`config.mk`:
```
export PLATFORM = sky130hd
export DESIGN_NAME = spi_slave_ctrl
export DESIGN_NICKNAME = d
export VERILOG_FILES = /design/src/rtl/spi_slave_ctrl.sv
export SDC_FILE = /design/constraint.sdc
export NUM_CORES = 1
export LEC_CHECK = 0
export BUFFER_PORTS_ARGS = -buffer_cell sky130_fd_sc_hd__clkbuf_2
export CAP_MARGIN = 20
export CORE_ASPECT_RATIO = 0.5
export CORE_UTILIZATION = 50
export CTS_BUF_LIST = sky130_fd_sc_hd__clkbuf_4
export DETAILED_ROUTE_END_ITERATION = 16
export PLACE_DENSITY = 0.73
export SLEW_MARGIN = 10
export SYNTH_ARGS = -nofsm -noshare
export SYNTH_HDL_FRONTEND = slang
export SYNTH_SLANG_ARGS = --single-unit
```
`constraint.sdc`:
```
create_clock -name clk -period 1.43 [get_ports clk]
set_input_delay 0.286 -clock clk [delete_from_list [all_inputs] [get_ports clk]]
set_output_delay 0.286 -clock clk [all_outputs]
set_load 0.02 [all_outputs]
```
`src/rtl/spi_slave_ctrl.sv`:
```
// SPI-style frame receiver: DATA_W+2 bit frames (2-bit command + payload) to memory,
// with a read-data phase that streams one memory word back on miso.
//
// state     | meaning
// IDLE      | waiting for ss_n low
// CHK_CMD   | sampling frame MSB to pick write / read-address / read-data route
// WRITE     | shifting a write frame, then parked until ss_n high
// READ_ADD  | shifting a read-address frame, then parked until ss_n high
// READ_DATA | shifting a read-data frame, waiting for tx_valid, bursting miso
module spi_slave_ctrl #(
  parameter int DATA_W = 8
) (
  input  logic              clk,
  input  logic              rst_n,
  input  logic              ss_n,
  input  logic              mosi,
  output logic              miso,
  output logic [DATA_W+1:0] rx_data,
  output logic              rx_valid,
  input  logic [DATA_W-1:0] tx_data,
  input  logic              tx_valid
);

  localparam int CNT_W = $clog2(DATA_W + 1);

  typedef enum logic [2:0] {
    IDLE,
    CHK_CMD,
    WRITE,
    READ_ADD,
    READ_DATA
  } state_t;

  state_t state;
  state_t state_nxt;

  logic [CNT_W-1:0]  bit_cnt;
  logic [CNT_W-1:0]  burst_cnt;
  logic [DATA_W:0]   rx_sh;
  logic [DATA_W-1:0] tx_sh;
  logic              frame_done;
  logic              bursting;
  logic              burst_done;
  logic              rd_addr_seen;

  logic shift_en;
  logic last_bit;
  logic tx_load;
  logic burst_end;

  always_ff @(posedge clk or negedge rst_n) begin
    if (!rst_n) state <= IDLE;
    else        state <= state_nxt;
  end

  always_comb begin
    state_nxt = state;
    shift_en  = 1'b0;
    last_bit  = 1'b0;
    tx_load   = 1'b0;
    burst_end = 1'b0;
    if (state != IDLE && ss_n) begin
      state_nxt = IDLE;
    end else begin
      case (state)
        IDLE: begin
          if (!ss_n) state_nxt = CHK_CMD;
        end
        CHK_CMD: begin
          if (!mosi)             state_nxt = WRITE;
          else if (rd_addr_seen) state_nxt = READ_DATA;
          else                   state_nxt = READ_ADD;
        end
        WRITE, READ_ADD, READ_DATA: begin
          if (!frame_done) begin
            shift_en = 1'b1;
            last_bit = (bit_cnt == '0);
          end else if (state == READ_DATA) begin
            // tx_valid only matters in the gap between frame end and burst start
            if (bursting)                    burst_end = (burst_cnt == CNT_W'(1));
            else if (!burst_done && tx_valid) tx_load = 1'b1;
          end
        end
        default: state_nxt = IDLE;
      endcase
    end
  end

  always_ff @(posedge clk or negedge rst_n) begin
    if (!rst_n) begin
      rx_data      <= '0;
      rx_valid     <= 1'b0;
      rx_sh        <= '0;
      tx_sh        <= '0;
      bit_cnt      <= '0;
      burst_cnt    <= '0;
      frame_done   <= 1'b0;
      bursting     <= 1'b0;
      burst_done   <= 1'b0;
      rd_addr_seen <= 1'b0;
    end else begin
      rx_valid <= 1'b0;
      if (state_nxt == IDLE) begin
        bit_cnt    <= '0;
        burst_cnt  <= '0;
        frame_done <= 1'b0;
        bursting   <= 1'b0;
        burst_done <= 1'b0;
      end else if (state == CHK_CMD) begin
        rx_sh   <= {{DATA_W{1'b0}}, mosi};
        bit_cnt <= CNT_W'(DATA_W);
      end else begin
        if (shift_en) begin
          rx_sh <= {rx_sh[DATA_W-1:0], mosi};
          if (last_bit) begin
            rx_data    <= {rx_sh, mosi};
            rx_valid   <= 1'b1;
            frame_done <= 1'b1;
            if (state == READ_ADD) rd_addr_seen <= 1'b1;
          end else begin
            bit_cnt <= bit_cnt - 1'b1;
          end
        end
        if (tx_load) begin
          tx_sh     <= tx_data;
          burst_cnt <= CNT_W'(DATA_W);
          bursting  <= 1'b1;
        end
        if (bursting) begin
          tx_sh     <= {tx_sh[DATA_W-2:0], 1'b0};
          burst_cnt <= burst_cnt - 1'b1;
          if (burst_end) begin
            bursting     <= 1'b0;
            burst_done   <= 1'b1;
            rd_addr_seen <= 1'b0;
          end
        end
      end
    end
  end

  assign miso = bursting & tx_sh[DATA_W-1];

endmodule

```
==> results.toml, run 1 <==
[timing]
fin_crit_ns = 1.63
layout_setup_ws_ns = -0.202
relSlewSlack_pct = 74.6
maxSlewViolCount = 0
report.final.setup_viol = 37
worst_hold_slack_ns = 0.184
final_report_hold_violation_count = 0
fmax_ghz = 0.613
worst-slew-pin-transition_ns = 0.379
final.setup.tns_ns = -4.32
fin_crit_sh_pct = 114
finClkSkew_ns = 0.0113
setup_repair_after_global_routing_missed_its_margin = "yes"

[synth]
synth_top_cell_by_area = "dfrtp_1"
syn-instance-count = 165
ys_async_sr_fraction_pct = 100
yosys_warnings = 0
postSynthRegisterBits = 43
synthFlopType = "dfrtp_1"
netlist_area_um2 = 2030
synth_enable_flop_cells = 0
synth.yosys.seq_area_share_pct = 53.0
synth_area_per_cell_um2 = 12.3
number_of_distinct_standard_cells_referenced_by_the_synthesized_netlist = 44
most_frequently_used_cell_type_in_the_post_synthesis_netlist = "dfrtp_1"
ys_top_cells_by_count = "dfrtp_1, mux2_1, mux2_2"
synth_top_cells_by_area = "dfrtp_1, mux2_1, mux2_2"
yosys.area.top_type_share_pct = 53.0
postSynthNetCount = 181

[drt]
post_drt_via_cell_ratio = 5.58
met2_wire_length_um = 2560
top_layer_used = "met4"
route.met3.wl_um = 203
postRouteWirelength_um = 5140
drt-initial-drc-count = 102
route.antenna.remaining_nets = 0
first_pass_iters = 4
post_detailed_route_wirelength_per_cell_um = 17.3
drt_drc_violations_left = 0
wirelength_met1_um = 2250
routed-via-count = 1656

[floorplan]
die_area_um2 = 4340
fp.coreArea_um2 = 3660
rows = 15
initial_core_util_pct = 55.5
design.portCount = 25
floorplan.die.height_um = 47.1
die_w_um = 92.2

[finish]
antenna_diode_instance_count = 0
final_cell_count_no_fill = 297
final_core_utilization_pct = 82.9
design.final.nets = 261
seq_area_um2 = 1080
drive_above_1_share_pct = 59.3
multiInputGateArea_um2 = 1090
finish.instance_area_um2 = 3030
syn2layout_area_growth_pct = 49.3
fillCellCount = 209

[run_status]
status = "finished, violations left"
failing_checks = "setup timing"

[critical_path]
path_max_fanout = 7
delay_heaviest_family_cp = "simple AND/OR/NAND/NOR gates"
worst_ep_required_time_ns = 1.71
path_cells = "buf_6 -> or4b_4 -> a21oi_2 -> a21oi_1 -> o21a_1"
critPathArrivalTime_ns = 1.91
worst-path-buf-inv = 1
setup.worst_path.class = "register to register"
critPathMaxStageDelay_ns = 0.51
critical_path.slowest_cell = "or4b_4"
setup.worst_path.end_class = "register"
sort_of_element_at_the_start_of_the_critical_path = "register"

[placement]
post_dp_cell_area_um2 = 2610
place.gp.congestion = 0.860
port_buffers = 24
post_detailed_placement_half_perimeter_wirelength_um = 3240
numPlacedInstances = 278

[power_and_ir_drop]
power.static_leakage_nw = 1.50
powerDensity_nw_per_um2 = 1230
worst_vdd_drop_mv = 0.729

[clock_network]
cts_buffers = 5
clk_transition_reported_paths_ns = 0.14
worstSkewPairLatency_ns = 0.36
htree_levels = 2
cts_tree = "built"
cts_num_sinks = 43
cts_buffer_depth = 2
clockRootBuffer = "clkbuf_4"

[flow_run]
drv.max_cap_violation_count = 0

[global_route]
grt_antenna_before_repair = 0
grt_pass1_vias = 1748
grt_pass1_wl_um = 8260
gr-usage-all-layers_pct = 26.1
grt_overflow = 0
grt_start_max_net_pins = 44

[worst_hold_path]
hold_path.class = "input pin to register"
## layout make-up
cell class,count,area share (%)
multi-input combinational,106,36.0
sequential,43,35.7
timing repair buffer,80,21.5
tap,51,2.10
clock inverter,2,1.98
clock buffer,6,1.49
inverter,9,1.20
## sequential cells by signal (all words and copies together), names as in the netlist, 3 cells and up
| register | flops |
|---|---|
| state | 3 |
| tx_sh | 8 |
| rx_data | 10 |
| burst_cnt | 4 |
| rx_sh | 9 |
| bit_cnt | 4 |
## worst paths after layout
| path | from | slack (ns) | end | cells after the start |
|---|---|---|---|---|
| max in group asynchronous | rst_n | 0.76 | state[2] | 3 |
| min in group asynchronous | rst_n | 0.45 | tx_sh[2] | 3 |
| worst min-delay path | ss_n | 0.18 | state[1] | 2 |
| worst min register to register | tx_sh[3] | 0.50 | tx_sh[3] | 1 |
| worst max register to register | state[1] | -0.20 | bit_cnt[3] | 5 |
| worst max-delay path | state[1] | -0.20 | bit_cnt[3] | 5 |
## layout by cell type, fill, tap and decap left out, types with 3 or more instances in the layout
cell type  instances
buf_6             12
clkbuf_4           6
inv_2              3
nor2b_1            3
dfrtp_2            5
nand2_1            5
mux2_1             3
a22o_1             8
clkbuf_2          23
buf_12             3
xnor2_1            3
dfrtp_1           38
mux2_4            12
inv_1              5
o21a_1             3
nor3_1             5
a21oi_1            3
nor2_1             7
mux2_2             9
buf_4             39
## routing by layer
metal / GRT usage [%] / vias to the layer above
met4: 11.6 / 0
met3: 6.96 / 14
met1: 30.1 / 825
met2: 48.7 / 52
li1: - / 765
met5: 0 / -
## metrics by stage
step                      power, W  setup WS, ns
after CTS                  0.00360        -0.153
after floorplan            0.00210       -0.0855
after detailed placement   0.00253        -0.203
final                      0.00374        -0.202
after global routing       0.00391        -0.263
after global placement     0.00249        -0.138
## timing repair
action,CTS,global route
pin swaps,11,11
resized for setup,33,24
endpoints found under the hold margin,43,0
gates cloned,0,1
hold buffers,1,0
endpoints found under the setup margin,39,39
setup buffers,9,2
## power by group
| group | switching (W) | internal (W) |
|---|---|---|
| clock | 0.000410 | 0.000565 |
| sequential | 0.000168 | 0.00138 |
| combinational | 0.000568 | 0.000648 |
## cell families (layout without fill, tap and decap cells)
| group | Yosys count | after routing | synth area share [%] |
|---|---|---|---|
| flip-flops | 43 | 43 | 53.0 |
| adder cells (fa/ha/maj) | 3 | 3 | 1.85 |
| buffers and inverters | 16 | 97 | 4.13 |
| XOR/XNOR | 3 | 3 | 1.29 |
| AO/OA/AOI/OAI | 39 | 39 | 15.7 |
| multiplexers | 25 | 25 | 13.8 |
| AND/OR/NAND/NOR | 36 | 36 | 10.3 |
No activity file was read; power rests on OpenSTA's default activity.
==> inputs of run 2 (changes only) <==
--- a/config.mk
+++ b/config.mk
@@ -9,7 +9,6 @@
 export CAP_MARGIN = 20
 export CORE_ASPECT_RATIO = 0.5
 export CORE_UTILIZATION = 50
-export CTS_BUF_LIST = sky130_fd_sc_hd__clkbuf_4
 export DETAILED_ROUTE_END_ITERATION = 16
 export PLACE_DENSITY = 0.73
 export SLEW_MARGIN = 10
==> run 2 against run 1 <==
The flow still finishes with violations (setup timing). Critical endpoint is now rx_data[4]. Worst setup slack better by 0.0040 ns. Largest cell class unchanged. Register-to-register slack about the same. Critical path depth stayed put. Worst hold slack improved by 0.058 ns. Clock skew rose by 0.0048 ns. Wire length grew 16%. Cell count is 0.34% higher.
==> results.toml, run 2 (synthesis gave the netlist of run 1 again) <==
[timing]
worst-slew-pin-transition_ns = 0.380
finClkSkew_ns = 0.0160
fin_crit_sh_pct = 114
final.setup.tns_ns = -5.10
final_report_hold_violation_count = 0
maxSlewViolCount = 0
fmax_ghz = 0.614
layout_setup_ws_ns = -0.198
setup_repair_after_global_routing_missed_its_margin = "yes"
report.final.setup_viol = 37
fin_crit_ns = 1.63
relSlewSlack_pct = 74.3

[drt]
post_drt_via_cell_ratio = 5.95
route.antenna.remaining_nets = 0
routed-via-count = 1774
post_detailed_route_wirelength_per_cell_um = 20.0
drt_drc_violations_left = 0
postRouteWirelength_um = 5970
drt-initial-drc-count = 111
first_pass_iters = 5

[finish]
drive_above_1_share_pct = 61.9
finish.instance_area_um2 = 3110
syn2layout_area_growth_pct = 52.8
design.final.nets = 262
top_register = "rx_data"
reg_top3 = "rx_data: 10 flops, rx_sh: 9 flops, tx_sh: 8 flops"
final_cell_mix = "buf_4, dfrtp_1, clkbuf_2, mux2_4, buf_6"
largest_register_ff_count = 10
antenna_diode_instance_count = 0
final_cell_count_no_fill = 298
mostFrequentLayoutCell = "buf_4"

[floorplan]
initial_core_util_pct = 55.5
design.portCount = 25
die_area_um2 = 4340
die_w_um = 92.2
floorplan.die.height_um = 47.1
rows = 15
fp.coreArea_um2 = 3660

[power_and_ir_drop]
power.static_leakage_nw = 1.51
worst_vdd_drop_mv = 0.769
powerDensity_nw_per_um2 = 1290

[critical_path]
sort_of_element_at_the_start_of_the_critical_path = "register"
worst_ep_required_time_ns = 1.62
delay_heaviest_family_cp = "flip-flops"
setup.worst_path.class = "register to register"
path_cells = "nor3b_2 -> o21a_2 -> nand3_4 -> buf_6 -> mux2_4"
worst-path-buf-inv = 1
path_max_fanout = 6
critPathMaxStageDelay_ns = 0.48
critical_path.slowest_cell = "dfrtp_2"
critPathArrivalTime_ns = 1.82
setup.worst_path.end_class = "register"

[global_route]
grt_antenna_before_repair = 0
grt_overflow = 0
grt_start_max_net_pins = 44
gr-usage-all-layers_pct = 27.7
grt_pass1_wl_um = 8670
grt_pass1_vias = 1787

[run_status]
status = "finished, violations left"
failing_checks = "setup timing"

[placement]
place.gp.congestion = 0.860
detailedPlace.worstSlack_ns = -0.203
numPlacedInstances = 278
port_buffers = 24
post_dp_cell_area_um2 = 2610
post_detailed_placement_half_perimeter_wirelength_um = 3240

[clock_network]
clockRootBuffer = "clkbuf_8"
cts_tree = "built"
htree_levels = 2
clk_transition_reported_paths_ns = 0.08
worstSkewPairLatency_ns = 0.32
cts_buffer_depth = 2
cts_num_sinks = 43
cts_buffers = 5

[flow_run]
drv.max_cap_violation_count = 0

[worst_hold_path]
hold_path.class = "input pin to register"
-- run 2: cell types whose count changed in the layout (fill, tap and decap cells not counted), moves of 2 or more --
cell,before,now
nor2_1,7,5
mux2_1,3,0
mux2_4,12,17
o2bb2ai_1,2,0
nor2_2,1,3
clkbuf_4,6,0
mux2_2,9,7
clkbuf_8,0,5
-- run 2: final cells by class --
type                            count  area (µm²)
Multi-Input combinational cell    106        1130
Sequential cell                    43        1080
Timing Repair Buffer               81         664
Fill cell                         186         554
Clock buffer                        6        72.6
Tap cell                           51        63.8
Clock inverter                      2        60.1
Inverter                            9        36.3
-- run 2: worst register-to-register path, cell delays in order, from the launching register on --
cell,delay [ns]
dfrtp_2,0.48
nor3b_2,0.27
o21a_2,0.21
nand3_4,0.12
buf_6,0.17
mux2_4,0.29
-- run 2: final timing paths --
path / from / to / slack (ns) / cells past startpoint
min: tx_data[0] / tx_sh[0] / 0.24 / 3
max reg2reg: state[0] / rx_data[4] / -0.20 / 5
max: state[0] / rx_data[4] / -0.20 / 5
min in group asynchronous: rst_n / bit_cnt[0] / 0.50 / 3
max in group asynchronous: rst_n / frame_done / 0.70 / 3
min reg2reg: tx_sh[0] / tx_sh[0] / 0.50 / 2
-- run 2: stage by stage --
stage,hold slack [ns],total power (W),utilization (%)
after global placement,0.277,0.00249,71.2
final,0.242,0.00401,84.9
after floorplan,-0.00959,0.00210,-
after global routing,0.254,0.00414,84.9
after detailed placement,0.285,0.00253,71.2
after CTS,0.219,0.00376,80.9
-- run 2: where the power goes --
group | internal, W | switching, W | leakage [nW]
combinational | 0.000681 | 0.000619 | 0.863
clock | 0.000699 | 0.000460 | 0.0654
sequential | 0.00138 | 0.000168 | 0.581
-- run 2: repair_timing --
item / 4_1_cts / 5_1_grt
pin swaps: 13 / 18
endpoints found under the hold margin: 43 / 0
cloned: 0 / 1
setup buffers: 7 / 5
setup endpoints to repair: 39 / 39
resized for setup: 38 / 29
hold buffers: 1 / 0
-- run 2: per-layer routing --
layer	share of wire, %	global-route usage (%)
met5	0	0
met2	47	49.6
met3	5.5	7.12
met4	5.3	17.8
met1	42	31.7
